[src/rtl/semaforo_pkg.sv]
// Shared light codes, state encodings and timer width for the intersection scheduler.
// Pure definitions: no latency, no backpressure.
package semaforo_pkg;

  localparam int TIMER_W = 8;

  localparam logic [1:0] GREEN  = 2'd0;
  localparam logic [1:0] YELLOW = 2'd1;
  localparam logic [1:0] RED    = 2'd2;

  typedef enum logic [2:0] {
    AG   = 3'd0,
    AY   = 3'd1,
    AR   = 3'd2,
    BG   = 3'd3,
    BY   = 3'd4,
    BR   = 3'd5,
    WALK = 3'd6
  } state_e;

  // A green may end once its minimum has elapsed and something competes for the
  // crossing; its own traffic can extend it only up to the maximum.
  function automatic logic green_done(input logic [TIMER_W-1:0] t,
                                      input logic               own_req,
                                      input logic               other_req,
                                      input logic [TIMER_W-1:0] min_m1,
                                      input logic [TIMER_W-1:0] max_m1);
    return (t >= min_m1) && other_req && (!own_req || (t >= max_m1));
  endfunction

endpackage

[src/rtl/phase_timer.sv]
// Saturating tick counter for the time spent in the current phase; clear has priority.
// Count visible one clk after the tick edge; no backpressure.
module phase_timer
  import semaforo_pkg::*;
(
  input  logic               clk,
  input  logic               reset,
  input  logic               clr,
  input  logic               tick,
  output logic [TIMER_W-1:0] cnt
);

  logic [TIMER_W-1:0] cnt_q;
  logic [TIMER_W-1:0] cnt_d;

  always_comb begin
    cnt_d = cnt_q;
    if (clr) begin
      cnt_d = '0;
    end else if (tick && (cnt_q != '1)) begin
      cnt_d = cnt_q + 1'b1;
    end
  end

  always_ff @(posedge clk or posedge reset) begin
    if (reset) begin
      cnt_q <= '0;
    end else begin
      cnt_q <= cnt_d;
    end
  end

  assign cnt = cnt_q;

endmodule

[src/rtl/semaforo_scheduler.sv]
// Two-road phase scheduler; Moore outputs change on the clk edge that takes a qualifying tick, no backpressure.
// Pedestrian WALK phase, ped_wait and walk exist only when SEMAFORO_PED_EN is defined.
module semaforo_scheduler
  import semaforo_pkg::*;
#(
  parameter int GREEN_MIN = 5,
  parameter int GREEN_MAX = 20,
  parameter int YELLOW_T  = 3,
  parameter int ALLRED_T  = 1,
  parameter int WALK_T    = 8
) (
  input  logic       clk,
  input  logic       reset,
  input  logic       tick,
  input  logic       TA,
  input  logic       TB,
  input  logic       ped_req,
  output logic [1:0] LA,
  output logic [1:0] LB,
  output logic       walk,
  output logic       ped_wait,
  output logic [2:0] phase
);

  localparam logic [TIMER_W-1:0] GMIN_M1   = TIMER_W'(GREEN_MIN - 1);
  localparam logic [TIMER_W-1:0] GMAX_M1   = TIMER_W'(GREEN_MAX - 1);
  localparam logic [TIMER_W-1:0] YELLOW_M1 = TIMER_W'(YELLOW_T - 1);
  localparam logic [TIMER_W-1:0] ALLRED_M1 = TIMER_W'(ALLRED_T - 1);

  state_e             state_q;
  state_e             state_d;
  logic [TIMER_W-1:0] timer;
  logic               ped_pend;

  phase_timer u_timer (
    .clk   (clk),
    .reset (reset),
    .clr   (state_d != state_q),
    .tick  (tick),
    .cnt   (timer)
  );

`ifdef SEMAFORO_PED_EN
  localparam logic [TIMER_W-1:0] WALK_M1 = TIMER_W'(WALK_T - 1);

  logic ped_wait_q;
  logic ped_wait_d;
  logic next_b_q;
  logic next_b_d;

  // Entering WALK serves the request, so the clear beats a coincident press.
  always_comb begin
    ped_wait_d = ped_wait_q;
    if ((state_d == WALK) && (state_q != WALK)) begin
      ped_wait_d = 1'b0;
    end else if (ped_req && (state_q != WALK)) begin
      ped_wait_d = 1'b1;
    end
  end

  always_comb begin
    next_b_d = next_b_q;
    if ((state_d == AR) && (state_q != AR)) begin
      next_b_d = 1'b1;
    end else if ((state_d == BR) && (state_q != BR)) begin
      next_b_d = 1'b0;
    end
  end

  always_ff @(posedge clk or posedge reset) begin
    if (reset) begin
      ped_wait_q <= 1'b0;
      next_b_q   <= 1'b0;
    end else begin
      ped_wait_q <= ped_wait_d;
      next_b_q   <= next_b_d;
    end
  end

  assign ped_pend = ped_wait_q;
  assign ped_wait = ped_wait_q;
  assign walk     = (state_q == WALK);
`else
  logic unused_ped_req;
  assign unused_ped_req = ped_req;
  assign ped_pend       = 1'b0;
  assign ped_wait       = 1'b0;
  assign walk           = 1'b0;
`endif

  always_ff @(posedge clk or posedge reset) begin
    if (reset) begin
      state_q <= AG;
    end else begin
      state_q <= state_d;
    end
  end

  // Exits are judged only on tick, against the count before this tick is added.
  always_comb begin
    state_d = state_q;
    if (tick) begin
      case (state_q)
        AG: if (green_done(timer, TA, TB || ped_pend, GMIN_M1, GMAX_M1)) state_d = AY;
        AY: if (timer == YELLOW_M1) state_d = AR;
        AR: if (timer == ALLRED_M1) state_d = ped_pend ? WALK : BG;
        BG: if (green_done(timer, TB, TA || ped_pend, GMIN_M1, GMAX_M1)) state_d = BY;
        BY: if (timer == YELLOW_M1) state_d = BR;
        BR: if (timer == ALLRED_M1) state_d = ped_pend ? WALK : AG;
`ifdef SEMAFORO_PED_EN
        WALK: if (timer == WALK_M1) state_d = next_b_q ? BG : AG;
`endif
        default: state_d = AG;
      endcase
    end
  end

  always_comb begin
    LA = RED;
    LB = RED;
    case (state_q)
      AG:      LA = GREEN;
      AY:      LA = YELLOW;
      BG:      LB = GREEN;
      BY:      LB = YELLOW;
      default: ;
    endcase
  end

  assign phase = state_q;

endmodule

[config.mk]
export PLATFORM = sky130hd
export DESIGN_NAME = semaforo_scheduler
export DESIGN_NICKNAME = d
export VERILOG_FILES = /design/src/rtl/semaforo_pkg.sv /design/src/rtl/phase_timer.sv /design/src/rtl/semaforo_scheduler.sv
export SDC_FILE = /design/constraint.sdc
export NUM_CORES = 1
export LEC_CHECK = 0
export CAP_MARGIN = 40
export CORE_MARGIN = 3
export CORE_UTILIZATION = 46
export DETAILED_ROUTE_END_ITERATION = 6
export GPL_TIMING_DRIVEN = 0
export PLACE_DENSITY = 0.82
export SLEW_MARGIN = 20
export SYNTH_ARGS = -nofsm -noshare
export SYNTH_HDL_FRONTEND = slang
export SYNTH_SLANG_ARGS = --single-unit
[constraint.sdc]
create_clock -name clk -period 2 [get_ports clk]
set_input_delay 0.4 -clock clk [delete_from_list [all_inputs] [get_ports clk]]
set_output_delay 0.4 -clock clk [all_outputs]
set_load 0.1 [all_outputs]
==> results of run 1 <==
area by class of cell:
type                    instances  area [um^2]
clock buffers                   4         26.3
repair buffers                 21          256
multi-input cells              72          586
well taps                      24         30.0
inverters                       7         32.5
fillers                       103          335
flip-flops and latches         11          287
plain buffers                   5         41.3
critical path, stage by stage (launching register included):
cell	delay, ns
dfrtp_1	0.43
or3_4	0.42
nor4_4	0.33
buf_4	0.19
a2111o_1	0.14
o221ai_4	0.19
a2111oi_4	0.22
flip-flops by register name (all words and copies together), names as in the netlist:
signal,cells
phase,3
u_timer.cnt,8
power breakdown:
group          switching, W  leakage, nW  total (W)  internal [W]
clock             0.0000712       0.0150   0.000148     0.0000771
combinational      0.000746        0.373    0.00128      0.000538
sequential         0.000106        0.138   0.000406      0.000300
kinds of logic after synthesis:
logic type      share of synthesized area (%)
flops                                    33.2
fa+ha+maj                                4.53
compound gates                           25.0
xor+xnor                                 1.06
mux                                      3.77
other cells                             0.452
simple gates                             25.6
buf+inv                                  6.33
worst max path at each step:
stage,startpoint,to,cells after the start
3_3_place_gp,phase[0],LB[0],3
3_5_place_dp,phase[0],LB[0],4
6_report,u_timer.cnt[5],u_timer.cnt[2],6
4_1_cts,u_timer.cnt[5],u_timer.cnt[2],5
2_1_floorplan,phase[1],LA[0],3
5_1_grt,u_timer.cnt[5],u_timer.cnt[0],6
cell usage in the layout, fill, tap and decap left out, drive strengths merged, types with 2 or more instances in the layout:
cell and n:
a31oi 2, nand3b 2, clkdlybuf4s50 6, nor3 6
a21oi 9, o21ai 3, nand2 9, buf 17
inv 6, or3 2, and3 2, conb 2
nor2 6, ha 3, nand3 3, a211oi 3
clkbuf 7, dfrtp 11, mux2i 2
per-stage QoR:
stage | util [%] | cells | setup TNS [ns]
after floorplan | - | 95 | -0.236
after global placement | 63.7 | 129 | -1.76
after detailed placement | 71.0 | 136 | -0.519
after CTS | 74.9 | 140 | -0.0121
after global routing | 79.0 | 144 | -0.714
final | 79.0 | 144 | -0.0501
per-layer routing:
| layer | wire length, um | track usage, % | vias to the layer above |
|---|---|---|---|
| met5 | 0 | 0 | - |
| met3 | 107 | 3.37 | 4 |
| met2 | 1080 | 31.2 | 32 |
| met4 | 30 | 5.69 | 0 |
| li1 | - | - | 400 |
| met1 | 911 | 24.6 | 404 |
repair_timing:
action                                  in CTS  in global routing
buffers inserted                             2                  4
pin swaps                                    1                  8
gates resized for setup                     14                 10
cloned                                       0                  0
endpoints found under the setup margin       9                 11
==> impl_results.md, run 1 <==
* Outcome: complete, but fails checks
* Failing checks: negative setup slack
* Via count of the routed design at 840
* Share of cells above drive strength 1 at roughly 38%
* R2r setup slk at -0.02 ns
* Final worst path period share at 101%
* Clock Latency Late Sink at about 0.26 ns
* LEAKAGE at around 0.53 nW
* First-pass GRT wire length at approximately 3500 um
* RR Endpoint: u_timer.cnt[2]
* Worst Skew at roughly 0.0012 ns
* Detailed Routing Iterations Pass 1 at 4
* Cell with the most instances after synthesis: dfrtp_1
* Via/cell ratio at just under 6
* Clock buffer count from CTS at 3
* Total power at roughly 0.0018 W
* TritonCTS Sinks at 11
* Grt ovf at 0
* Synth top area share at 33.2%
* # diodes at 0
* RSZ-0062 raised after global routing: yes
* Pin count of the biggest net entering global routing at 12
* Core Rows at 14
* TritonCTS clock tree: yes
* Seq/Total Area, Yosys at approximately a third
* CP Launch Type: flip-flop
* Async SR Flop Fraction at 100%
* Max H-tree Level at 1
* Average cell area after synthesis at between 8 and 9 um^2
* Pwr dens at 1460 mW/mm^2
* Detailed Route Iter0 Violations at 16
* Crit end category: flip-flop
* WL final at roughly 2100 um
* Unique masters post-synth at 38
* CTS max path bufs at 2
* Final setup viols at 4
* Synthesized area at around 830 um^2
* Die ar. at around 0.0023 mm^2
* Placer Congestion at around 0.84
* Vias in the first global route at between 700 and 800
* Die height at between 40 and 50 um
* Worst Setup Path Type: flip-flop to flip-flop
* Cts hold-fix bufs at 0
* CP arrival at roughly 2.2 ns
* Max Clk Rate at about 500 MHz
* Max FO, Critical Path at 8
* Worst vdd ir at around 0.00091 V
* Slew Limit Fails at 0
* Crit Reg-Reg Startpoint: u_timer.cnt[5]
* Synth area leader: dfrtp_1
* Cell count after synthesis at 94
* Global-route usage over all layers at about a fifth
* Primary FF master, synth: dfrtp_1
* Post-route cell area at 0.00126 mm^2
* Yosys reg bits at 11
* Hpwl dp at 1490 um
* Synth top area cells: dfrtp_1 (33%), a21oi_1 (5.4%), ha_1 (4.5%), nand2_1 (4.1%), nor3_1 (3.6%)
* Port-buffer cells at 10
* Final Hold Vio Count at 0
* Worst slack, placed at -0.0969 ns
* Synth top cells by count: dfrtp_1 (11), a21oi_1 (9), nand2_1 (9)
* Chip Width at roughly 48 um
* Core Area at between 0.0015 and 0.002 mm^2
* Syn-to-layout area delta at 51.7%
* Worst hold path class: input port to async pin
* Synthesis warning total at 0
* Post-route ant nets at 0
* Req. time, crit path at about 2.2 ns
* Number of flops mapped to enable cells by yosys at 0
* Clk slew on worst S/H paths at 0.07 ns
* Fin crit period at 2.02 ns
* Worst slew margin at between 50% and 60%
* Worst Hold Slack at between 0.4 and 0.5 ns
* Slew of the pin with the lowest slew margin at roughly 0.60 ns
* Final net count at 130
* Initial Util at roughly 52%
* Max-cap viol count at 0
* Worst R2R Path Depth at 6
* # DRC at 0
* Setup ws final at -0.0197 ns
* Initial antenna violation count at 0
* Avg WL per Cell at between 10 and 15 um
* Io pins at 15
* Post-DP Area at about 0.0011 mm^2
* Root buf cell: clkbuf_4
Note: power is estimated with default switching activity, not from simulation.
==> run 2: changes to the inputs <==
--- a/config.mk
+++ b/config.mk
@@ -6,11 +6,13 @@
 export NUM_CORES = 1
 export LEC_CHECK = 0
 export CAP_MARGIN = 40
+export CELL_PAD_IN_SITES_DETAIL_PLACEMENT = 1
+export CELL_PAD_IN_SITES_GLOBAL_PLACEMENT = 2
 export CORE_MARGIN = 3
-export CORE_UTILIZATION = 46
+export CORE_UTILIZATION = 27
 export DETAILED_ROUTE_END_ITERATION = 6
 export GPL_TIMING_DRIVEN = 0
-export PLACE_DENSITY = 0.82
+export PLACE_DENSITY = 0.8
 export SLEW_MARGIN = 20
 export SYNTH_ARGS = -nofsm -noshare
 export SYNTH_HDL_FRONTEND = slang
==> impl_results.md, run 2 (synthesized netlist as in run 1, its figures left out) <==
* Grt met1 use at approximately 17%
* Clock buffer count from CTS at 3
* # DRC at 0
* Initial Util at between 20 and 30%
* Cell internal pwr at 0.000937 W
* Port-buffer cells at 10
* Worst Skew at roughly 0.0047 ns
* Final worst path period share at 97.3%
* Crit Reg-Reg Startpoint: u_timer.cnt[1]
* Detailed Routing Iterations Pass 1 at 4
* Most frequent cells in the layout: buf_4 (13), nand2_1 (9), a21oi_1 (6), clkdlybuf4s50_1 (6)
* Crit end category: output pin
* Chip Width at a little over 60 um
* TritonCTS Sinks at 11
* Slew Limit Fails at 0
* Max Clk Rate at 514 MHz
* GR Layer Usage met2 at between 20% and 30%
* Avg WL per Cell at roughly 15 um
* CP Launch Point: phase[1]
* Max-cap viol count at 0
* Seq pwr share at a little under a quarter
* Detailed Route Iter0 Violations at 17
* Worst Hold Slack at slightly above 0.4 ns
* Worst Setup Path Type: flip-flop to output pin
* Pwr dens at ~1500 mW/mm^2
* Syn-to-layout area delta at 54.0%
* Setup ws final at 0.0539 ns
* Post-route ant nets at 0
* LEAKAGE at between 0.5 and 0.6 nW
* Die ar. at 0.00377 mm^2
* Slew of the pin with the lowest slew margin at 0.556 ns
* Via count of the routed design at between 800 and 900
* Met3 Use GR at under 10%
* Hpwl dp at between 1500 and 2000 um
* RSZ-0062 raised after global routing: yes
* Clock Latency Late Sink at approximately 0.28 ns
* Vias in the first global route at ~830
* Root buf cell: clkbuf_4
* Via/cell ratio at 5.38
* Final Hold Vio Count at 0
* Pin count of the biggest net entering global routing at 12
* Max H-tree Level at 1
* Max FO, Critical Path at 11
* Fin crit period at between 1.5 and 2 ns
* Worst hold path class: input port to async pin
* Placer Congestion at between 0.7 and 0.8
* Outcome: complete, no violations
* Io pins at 15
* Share of cells above drive strength 1 at between 40% and 50%
* Grt ovf at 0
* Initial antenna violation count at 0
* Fin cells at around 150
* Clock power frac at around 8.8%
* TritonCTS clock tree: yes
* Worst slew margin at between 60 and 70%
* First-pass GRT wire length at 3860 um
* CTS max path bufs at 2
* Cts hold-fix bufs at 0
* Core Area at ~0.0029 mm^2
* Setup Total Neg Slack at 0 ns
* Largest register FFs at 8
* Logic pwr share at about two thirds
* Dpl cells at around 140
* Worst vdd ir at about 0.00045 V
* Req. time, crit path at 1.60 ns
* Commonest non-fill, non-tap cell in the layout: buf_4
* Worst slack, placed at -0.111 ns
* WL final at about 2400 um
* # diodes at 0
* Global-route usage over all layers at 14.1%
* Gr busiest metal: met2
* Clk slew on worst S/H paths at 0.08 ns
* Net load switching power at 0.000944 W
* Die height at a little over 60 um
* Net Sw Frac at 50.2%
* CP Launch Type: flip-flop
* Final setup viols at 0
* Final net count at 133
* Core Rows at 19
* CP arrival at 1.55 ns
[run 2: through the flow]
stage	utilization, %	cell area, um^2	power [W]
detailed placement	39.6	1130	0.00152
global route	44.8	1280	0.00201
floorplan	-	885	0.00118
CTS	41.7	1190	0.00176
finish	44.8	1280	0.00188
global placement	35.9	1020	0.00137
[run 2: path summary, 6_finish.rpt]
kind / end / cells after the start / slack, ns
min reg2reg: u_timer.cnt[7] / 2 / 0.60
max reg2reg: u_timer.cnt[2] / 6 / 0.07
max: phase[1] / 2 / 0.05
min in group clk: phase[1] / 2 / 0.51
min: u_timer.cnt[0] / 2 / 0.41
max in group asynchronous: phase[0] / 2 / 1.24
[run 2: routing by layer]
metal | up-vias | share of wire (%)
met1 | 403 | 45
met5 | - | 0
met3 | 5 | 2.6
li1 | 406 | -
met4 | 0 | 2.3
met2 | 15 | 50
[run 2: cell type report]
class / instances / area, um^2
clock buffer: 4 / 26.3
buffer: 4 / 26.3
timing repair buffer: 25 / 279
sequential: 11 / 290
inverter: 7 / 32.5
multi-input combinational: 72 / 584
tap: 31 / 38.8
fill: 324 / 1580
[run 2: what timing repair did]
item | in CTS | in global routing
buffers inserted | 3 | 8
endpoints found under the setup margin | 11 | 11
pin swaps | 2 | 8
gates resized for setup | 13 | 9
[run 2: power groups by stage]
stage                     registers (W)  logic [W]  clock network [W]
after floorplan                0.000522   0.000660                  0
after global placement         0.000407   0.000962                  0
after detailed placement       0.000411    0.00111                  0
after CTS                      0.000413    0.00118           0.000168
after global routing           0.000457    0.00137           0.000181
final                          0.000446    0.00127           0.000166
[run 2: critical path: stages (launching register included)]
cell	delay [ns]
dfrtp_4	0.51
clkdlybuf4s50_1	0.55
buf_8	0.20
